### config.mk
export PLATFORM = sky130hd
export DESIGN_NAME = sdc_blk_rd_sink
export DESIGN_NICKNAME = d
export VERILOG_FILES = /design/src/rtl/sdc_blk_rd_sink.sv
export SDC_FILE = /design/constraint.sdc
export NUM_CORES = 1
export LEC_CHECK = 0
export BUFFER_PORTS_ARGS = -buffer_cell sky130_fd_sc_hd__buf_2
export CORE_AREA = 2 2 185 187
export DETAILED_ROUTE_END_ITERATION = 6
export DIE_AREA = 0 0 187 189
export PLACE_DENSITY_LB_ADDON = 0.15
export SLEW_MARGIN = 30
export SYNTH_ARGS = -nofsm -noshare
export SYNTH_HDL_FRONTEND = slang
export SYNTH_SLANG_ARGS = --single-unit
### constraint.sdc
create_clock -name sdc_clk -period 1.7 [get_ports sdc_clk]
set_input_delay 0.34 -clock sdc_clk [delete_from_list [all_inputs] [get_ports sdc_clk]]
set_output_delay 0.34 -clock sdc_clk [all_outputs]
set_load 0.01 [all_outputs]
### src/rtl/sdc_blk_rd_sink.sv
// sdc_blk_rd_sink: consumer of the single-block read deserializer.
// Buffers each 64-bit word in a one-deep holding register, writes it to the
// data BRAM at an incrementing address, then folds its 64 bits serially
// (MSB first) into a CRC-16-CCITT and finally compares the result against
// the CRC received from the card.
//
// Strobe semantics: every *_strb input is a single-cycle pulse with no
// back-pressure. A word that cannot be accepted (holding register full, or
// the block already has WORDS_PER_BLK words) is discarded and flagged in the
// sticky ovr_err.
module sdc_blk_rd_sink #(
    parameter int ADDR_W        = 6,
    parameter int WORDS_PER_BLK = 64,
    parameter int BASE_ADDR     = 0
) (
    input  logic              sdc_clk,
    input  logic              reset,
    input  logic              blk_start_strb,
    input  logic              wrd_rdy_strb,
    input  logic [63:0]       dat_wrd,
    input  logic              crc_rdy_strb,
    input  logic [15:0]       crc_16,
    output logic              bram_we,
    output logic [ADDR_W-1:0] bram_addr,
    output logic [63:0]       bram_din,
    output logic              busy,
    output logic              blk_done,
    output logic              crc_ok,
    output logic              crc_err,
    output logic              ovr_err,
    output logic [15:0]       crc_calc,
    output logic [2:0]        dbg_state
);

    localparam int WCNT_W = $clog2(WORDS_PER_BLK + 1);
    localparam logic [WCNT_W-1:0] WCNT_FULL = WCNT_W'(WORDS_PER_BLK);
    localparam logic [ADDR_W-1:0] BASE_A    = ADDR_W'(BASE_ADDR);

    typedef enum logic [2:0] {
        S_IDLE  = 3'd0,
        S_WAIT  = 3'd1,
        S_LOAD  = 3'd2,
        S_CALC  = 3'd3,
        S_WCRC  = 3'd4,
        S_CHECK = 3'd5
    } state_t;

    state_t state_q, state_d;

    logic [63:0]       hold_q, hold_d;
    logic              hold_v_q, hold_v_d;
    logic [63:0]       shift_q, shift_d;
    logic [WCNT_W-1:0] wcnt_q, wcnt_d;
    logic [5:0]        bit_cnt_q, bit_cnt_d;
    logic [15:0]       crc_q, crc_d;
    logic [15:0]       rx_crc_q, rx_crc_d;
    logic              rx_v_q, rx_v_d;
    logic              bram_we_q, bram_we_d;
    logic [ADDR_W-1:0] bram_addr_q, bram_addr_d;
    logic [63:0]       bram_din_q, bram_din_d;
    logic              busy_q, busy_d;
    logic              blk_done_q, blk_done_d;
    logic              crc_ok_q, crc_ok_d;
    logic              crc_err_q, crc_err_d;
    logic              ovr_err_q, ovr_err_d;

    // One serial CRC-16-CCITT step (poly 0x1021).
    function automatic logic [15:0] crc_step(input logic [15:0] c, input logic b);
        logic fb;
        fb = c[15] ^ b;
        return {c[14:0], 1'b0} ^ (fb ? 16'h1021 : 16'h0000);
    endfunction

    // State register.
    always_ff @(posedge sdc_clk) begin
        if (reset) begin
            state_q <= S_IDLE;
        end else begin
            state_q <= state_d;
        end
    end

    // Next-state logic; a block start aborts whatever is in flight.
    always_comb begin
        state_d = state_q;
        if (blk_start_strb) begin
            state_d = S_WAIT;
        end else begin
            case (state_q)
                S_IDLE:  state_d = S_IDLE;
                S_WAIT:  if (hold_v_q) state_d = S_LOAD;
                S_LOAD:  state_d = S_CALC;
                S_CALC: begin
                    if (bit_cnt_q == 6'd63) begin
                        state_d = (wcnt_q < WCNT_FULL) ? S_WAIT : S_WCRC;
                    end
                end
                S_WCRC:  if (rx_v_q) state_d = S_CHECK;
                S_CHECK: state_d = S_IDLE;
                default: state_d = S_IDLE;
            endcase
        end
    end

    // Datapath and registered-output next values, keyed off the current state.
    always_comb begin
        hold_d      = hold_q;
        hold_v_d    = hold_v_q;
        shift_d     = shift_q;
        wcnt_d      = wcnt_q;
        bit_cnt_d   = bit_cnt_q;
        crc_d       = crc_q;
        rx_crc_d    = rx_crc_q;
        rx_v_d      = rx_v_q;
        bram_we_d   = 1'b0;
        bram_addr_d = bram_addr_q;
        bram_din_d  = bram_din_q;
        busy_d      = busy_q;
        blk_done_d  = 1'b0;
        crc_ok_d    = crc_ok_q;
        crc_err_d   = crc_err_q;
        ovr_err_d   = ovr_err_q;

        if (blk_start_strb) begin
            // Fresh block: drop all per-block state, including any word or
            // CRC strobed in the same cycle.
            hold_v_d  = 1'b0;
            wcnt_d    = '0;
            bit_cnt_d = '0;
            crc_d     = '0;
            rx_v_d    = 1'b0;
            crc_ok_d  = 1'b0;
            crc_err_d = 1'b0;
            ovr_err_d = 1'b0;
            busy_d    = 1'b1;
        end else if (state_q != S_IDLE) begin
            // Word intake: the holding register is one deep and never
            // overwritten; the block never takes more than WORDS_PER_BLK.
            if (wrd_rdy_strb) begin
                if (hold_v_q || (wcnt_q == WCNT_FULL)) begin
                    ovr_err_d = 1'b1;
                end else begin
                    hold_d   = dat_wrd;
                    hold_v_d = 1'b1;
                end
            end
            // The received CRC may arrive while the engine still lags.
            if (crc_rdy_strb) begin
                rx_crc_d = crc_16;
                rx_v_d   = 1'b1;
            end

            case (state_q)
                S_LOAD: begin
                    shift_d     = hold_q;
                    hold_v_d    = 1'b0;
                    bram_we_d   = 1'b1;
                    bram_addr_d = BASE_A + ADDR_W'(wcnt_q);
                    bram_din_d  = hold_q;
                    wcnt_d      = wcnt_q + 1'b1;
                    bit_cnt_d   = '0;
                end
                S_CALC: begin
                    crc_d     = crc_step(crc_q, shift_q[63]);
                    shift_d   = {shift_q[62:0], 1'b0};
                    bit_cnt_d = bit_cnt_q + 1'b1;
                end
                S_CHECK: begin
                    blk_done_d = 1'b1;
                    crc_ok_d   = (crc_q == rx_crc_q);
                    crc_err_d  = (crc_q != rx_crc_q);
                    busy_d     = 1'b0;
                end
                default: ;
            endcase
        end
    end

    // Datapath and output registers.
    always_ff @(posedge sdc_clk) begin
        if (reset) begin
            hold_q      <= '0;
            hold_v_q    <= 1'b0;
            shift_q     <= '0;
            wcnt_q      <= '0;
            bit_cnt_q   <= '0;
            crc_q       <= '0;
            rx_crc_q    <= '0;
            rx_v_q      <= 1'b0;
            bram_we_q   <= 1'b0;
            bram_addr_q <= '0;
            bram_din_q  <= '0;
            busy_q      <= 1'b0;
            blk_done_q  <= 1'b0;
            crc_ok_q    <= 1'b0;
            crc_err_q   <= 1'b0;
            ovr_err_q   <= 1'b0;
        end else begin
            hold_q      <= hold_d;
            hold_v_q    <= hold_v_d;
            shift_q     <= shift_d;
            wcnt_q      <= wcnt_d;
            bit_cnt_q   <= bit_cnt_d;
            crc_q       <= crc_d;
            rx_crc_q    <= rx_crc_d;
            rx_v_q      <= rx_v_d;
            bram_we_q   <= bram_we_d;
            bram_addr_q <= bram_addr_d;
            bram_din_q  <= bram_din_d;
            busy_q      <= busy_d;
            blk_done_q  <= blk_done_d;
            crc_ok_q    <= crc_ok_d;
            crc_err_q   <= crc_err_d;
            ovr_err_q   <= ovr_err_d;
        end
    end

    assign bram_we   = bram_we_q;
    assign bram_addr = bram_addr_q;
    assign bram_din  = bram_din_q;
    assign busy      = busy_q;
    assign blk_done  = blk_done_q;
    assign crc_ok    = crc_ok_q;
    assign crc_err   = crc_err_q;
    assign ovr_err   = ovr_err_q;
    assign crc_calc  = crc_q;
    assign dbg_state = state_q;

endmodule

=== Yosys cells after proc, flatten, opt, wreduce, memory -nomap -nowiden ===
Index checks and enable logic that the tools add are counted.
W data, S select, Z words.

* Bits of input ports: 85
* RAM bits: 0
* Bits in latches: 0
* Flip-flop bits (word level): 254
* Output and inout bits: 95
* Memories kept: 0
* Memory bits (read-only): 0

* Multiply operators: 0
* Add/subtract/negate cells: 2
* Div/mod/pow operators: 0
* Equal/unequal tests: 16
* Bitwise operators: 5
* Mux-type cells: 17
* Shift operators: 0
* Magnitude comparators: 1
* Reduce and logical (&&, ||, !) cells: 22

{| class="wikitable"
|+ Operator list
! kind !! count
|-
| $pmux W64 S2 || 1
|-
| $reduce_and A3 Y1 || 7
|-
| $eq A16 B16 Y1 || 1
|-
| $ne A16 B16 Y1 || 1
|-
| $xor A16 B13 Y16 || 1
|-
| $mux W13 || 1
|-
| $mux W3 || 4
|-
| $pmux W3 S4 || 1
|-
| $pmux W6 S2 || 1
|-
| $reduce_and A2 Y1 || 6
|-
| $mux W1 || 9
|-
| $ne A3 B3 Y1 const B || 3
|-
| $reduce_bool A2 Y1 || 4
|-
| $add A7 B1 Y7 const B || 1
|-
| $eq A7 B7 Y1 const B || 1
|-
| $lt A7 B7 Y1 const B || 1
|-
| $add A6 B1 Y6 const B || 1
|-
| $eq A3 B2 Y1 const B || 2
|-
| $eq A3 B3 Y1 const B || 2
|-
| $eq A6 B6 Y1 const B || 1
|-
| $ne A2 B2 Y1 const B || 3
|-
| $reduce_and A4 Y1 || 1
|-
| $eq A3 B1 Y1 const B || 1
|-
| $not A1 Y1 || 3
|-
| other kinds (6) || 6
|}

=== Depth between registers and ports, before layout ===
* Word-level depth: 5
* Gate-level depth with buffers: 8
* Mapped depth without buffers: 6

=== Least setup slack after synthesis ===
OpenSTA, ideal clock, no wires.

* Kind: register to register
* Start point: register wcnt_q[0]
* End point: register hold_q[33]
* Library setup time: 0.132 ns
* Data arrival time: 1.674 ns
* Cell stages (with the launch flop): 9
* Path slack: -0.106 ns
* Cells stage by stage: dfxtp_1 inv_1 ha_1 or4b_4 o211a_1 buf_2 clkbuf_1 nand2_1 a21oi_1

* Cells in the longest elaborated chain, start to end: 4

{| class="wikitable"
|+ RTL lines
! element !! RTL line !! text
|-
| start, declared || 53 || <nowiki>logic [WCNT_W-1:0] wcnt_q, wcnt_d;</nowiki>
|-
| start signal, assigned || 202 || <nowiki>wcnt_q <= wcnt_d;</nowiki>
|-
| $eq A7 B7 Y1 || 140 || <nowiki>if (hold_v_q || (wcnt_q == WCNT_FULL)) begin</nowiki>
|-
| $logic_or A1 B1 Y1 || 140 ||
|-
| $not A1 Y1 (no source line) || n/a ||
|-
| $reduce_and A4 Y1 (no source line) || n/a ||
|-
| end signal, assigned || 199 || <nowiki>hold_q <= hold_d;</nowiki>
|-
| end, declared || 50 || <nowiki>logic [63:0] hold_q, hold_d;</nowiki>
|}

No other way between the ends.
A chain may end at the register's enable or synchronous reset.

=== Final worst setup path ===
* Start point: register wcnt_q[1]
* End point: register hold_q[26]

Same word-level chain as after synthesis.

==> impl_metrics.toml <==
[cts]
cts_buffers = 30
htree_levels = 1
cts_buffer_depth = 3
cts-root-buf = "clkbuf_16"
cts_tree = "yes"
clkTransAtPathRegs_ps = 60
numClockSinks = 254
worst_skew_pair.late_latency_ps = 560

[die]
coreArea_um2 = 33280
dieArea_um2 = 35340
io_pins = 180
die_x_um = 187
num_rows = 67
dieHeight_um = 189
start_util = 0.2877

[route]
drtPass1Iterations = 5
wl_mm = 28.84
drtIter0Drc = 407
ant_nets = 0
drcViolationCount = 0
wl_per_cell_um = 15.83
vias = 8696
via_per_inst = 4.773

[cells_and_area]
drive_gt1_frac = 0.2302
area_delta_synth_final_pct = 31.09
stdcell_count = 1822
n_fill_cell = 3504
post-route-util = 0.3771
finalNetCount = 1440

[global_route]
grt_start_max_net_pins = 135
antenna_found_initial = 1
grt_usage = 0.1548
grt_pass1_wl_mm = 45.08
grt_pass1_vias = 8332
grt_overflow_total = 0

[placed_design]
place_congestion = 0.7867
hpwlAfterDp_mm = 18.23
io_buffers = 179
dpl.cell_count = 1754

[power]
peakVddDrop_mv = 0.7193
powerDensity_nw_per_um2 = 1077
leakage_nw = 4.604
fin_total_pwr_mw = 13.52

[synth]
syn-cell-area_um2 = 9574
synthFlopType = "dfxtp_1"
synth-edff-count = 0
synth_cell_types = 42
syn-num-nets = 1263
synthCells = 1175
yosysWarningCount = 0
synth_seq_cells = 254
yosysSeqAreaShare = 0.5311
syn_area_per_cell_um2 = 8.148
synth-async-reset-ratio = 0

[outcome]
outcome = "finished, violations left"
violations = "negative setup slack"

[setup_path]
cp.required_ps = 2160
critPathLaunch = "wcnt_q[1]$_SDFFE_PP0P_"
timing.rr.start = "wcnt_q[1]$_SDFFE_PP0P_"
cp_max_fo = 15
start_kind = "flip-flop"
cp.arrival_ps = 2290
worstSetupPathType = "reg -> reg"
critPathCaptureType = "flip-flop"

[timing]
hold_viol_final = 0
fin_crit_sh = 1.076
period_needed_ps = 1828
relSlewSlack = 0.5466
fin_ws_ps = -128.5
hold_ws_ps = 25.26
finalSetupViolCount = 64
rsz0062_at_grt = "yes"
max_slew.worst_pin.slew_ps = 680.1
timing.fmax_mhz = 546.9
fin_skew_ps = 21.63
drv_slew = 0
setup_tns_ps = -5474

[flow_run]
max_cap_violations = 0

[hold_path]
hp-start = "dat_wrd[52]"
hp-class = "in -> reg"
[power by group]
part           internal [mW]  switching [mW]  leakage (nW)
Clock                   4.34            2.55         0.527
Combinational          0.220           0.346          2.02
Sequential              6.01          0.0480          2.05
Total                   10.6            2.95          4.60
[final timing paths]
path | to | slack, ps | depth (start not counted)
hold reg to reg | rx_v_q$_SDFFE_PP0P_ | 450 | 2
setup reg to reg | hold_q[26]$_SDFFE_PP0P_ | -130 | 8
setup / recovery | hold_q[26]$_SDFFE_PP0P_ | -130 | 8
hold / removal | hold_q[52]$_SDFFE_PP0P_ | 30 | 3
[cell families (layout without fill, tap and decap cells)]
family	count (synthesis)	after routing	synth area share
flip-flops	254	254	0.5311
XOR/XNOR	23	23	0.02104
other	0	1	0
AND/OR/NAND/NOR	452	452	0.1887
AO/OA/AOI/OAI	345	345	0.2116
buffers and inverters	98	296	0.04365
adder cells (fa/ha/maj)	3	3	0.003921
[per-stage QoR]
stage | setup WS [ps] | area [um^2]
2_1_floorplan | -4.086 | 9662
3_3_place_gp | -67.15 | 11230
3_5_place_dp | -86.58 | 11230
4_1_cts | -126.4 | 12400
5_1_grt | -214.8 | 12550
6_report | -128.5 | 12550
[synth_stat cells (all sizes together) (3+ instances only)]
cell type,count,area [um^2]
a21oi,244,1221
buf,13,98.84
clkbuf,81,304.0
dfxtp,254,5085
ha,3,37.54
inv,4,15.01
nand2,391,1468
nand3,7,35.03
nor2,20,75.07
nor2b,4,25.02
nor3,8,40.04
nor3b,4,30.03
o21ai,24,120.1
o221ai,63,551.8
o31ai,3,22.52
xnor2,11,96.34
xor2,12,105.1
[cells in the final DEF, fill, tap and decap left out, types with 5 or more instances in the layout]
cell type | synthesis | routed
buf_12 | 0 | 16
dfxtp_1 | 254 | 250
xor2_1 | 12 | 12
nor3_1 | 8 | 8
buf_2 | 4 | 178
nand2_1 | 391 | 385
nand2_2 | 0 | 5
clkbuf_8 | 0 | 10
buf_6 | 6 | 5
xnor2_1 | 11 | 11
dlygate4sd3_1 | 0 | 9
o21ai_0 | 24 | 24
nor2_1 | 20 | 18
clkbuf_16 | 0 | 33
nand3_1 | 7 | 7
buf_4 | 0 | 29
a21oi_1 | 244 | 233
o221ai_1 | 63 | 63
a21oi_2 | 0 | 11
[flip-flops by register name, indices dropped and copies added (netlist names)]
| signal | cells |
|---|---|
| crc_err | 1 |
| bram_we | 1 |
| crc_ok | 1 |
| wcnt_q | 7 |
| hold_q | 64 |
| bram_addr | 6 |
| ovr_err | 1 |
| busy | 1 |
| dbg_state | 3 |
| bit_cnt_q | 6 |
| rx_v_q | 1 |
| hold_v_q | 1 |
| blk_done | 1 |
| bram_din | 64 |
| rx_crc_q | 16 |
| crc_calc | 16 |
| shift_q | 64 |
[critical path, stage by stage (launching register included)]
cell	delay (ps)
dfxtp_2	320
inv_2	60
ha_4	130
or4b_4	490
o211ai_4	210
buf_4	170
clkbuf_16	170
nand2_1	60
a21oi_1	130
[area by class of cell]
class                   count  area (um^2)  area share
clock inverters             8        146.4     0.01166
flip-flops and latches    254         5092      0.4057
well taps                 448        560.5     0.04466
multi-input cells         823         4180      0.3331
repair buffers            239         1625      0.1295
clock buffers              45        928.4     0.07397
inverters                   4        15.01    0.001196
diodes                      1        2.502   0.0001994
[layer usage]
metal  up-vias  track usage  part of all wire  wire length (um)
met5         -            0                 0                 0
met4         0      0.03755             0.018               506
met3        39      0.03299             0.052              1491
met2       179       0.2552              0.46             13270
met1      4116       0.2066              0.47             13580
li1       4362            -                 -                 -
[repair_timing]
action / 4_1_cts / 5_1_grt
endpoints found under the setup margin: 66 / 74
resized for setup: 2 / 22
hold buffers: 9 / 0
endpoints found under the hold margin: 9 / 0
gates cloned: 0 / 3
buffers inserted: 0 / 2
Note: power is estimated with default switching activity, not from simulation.
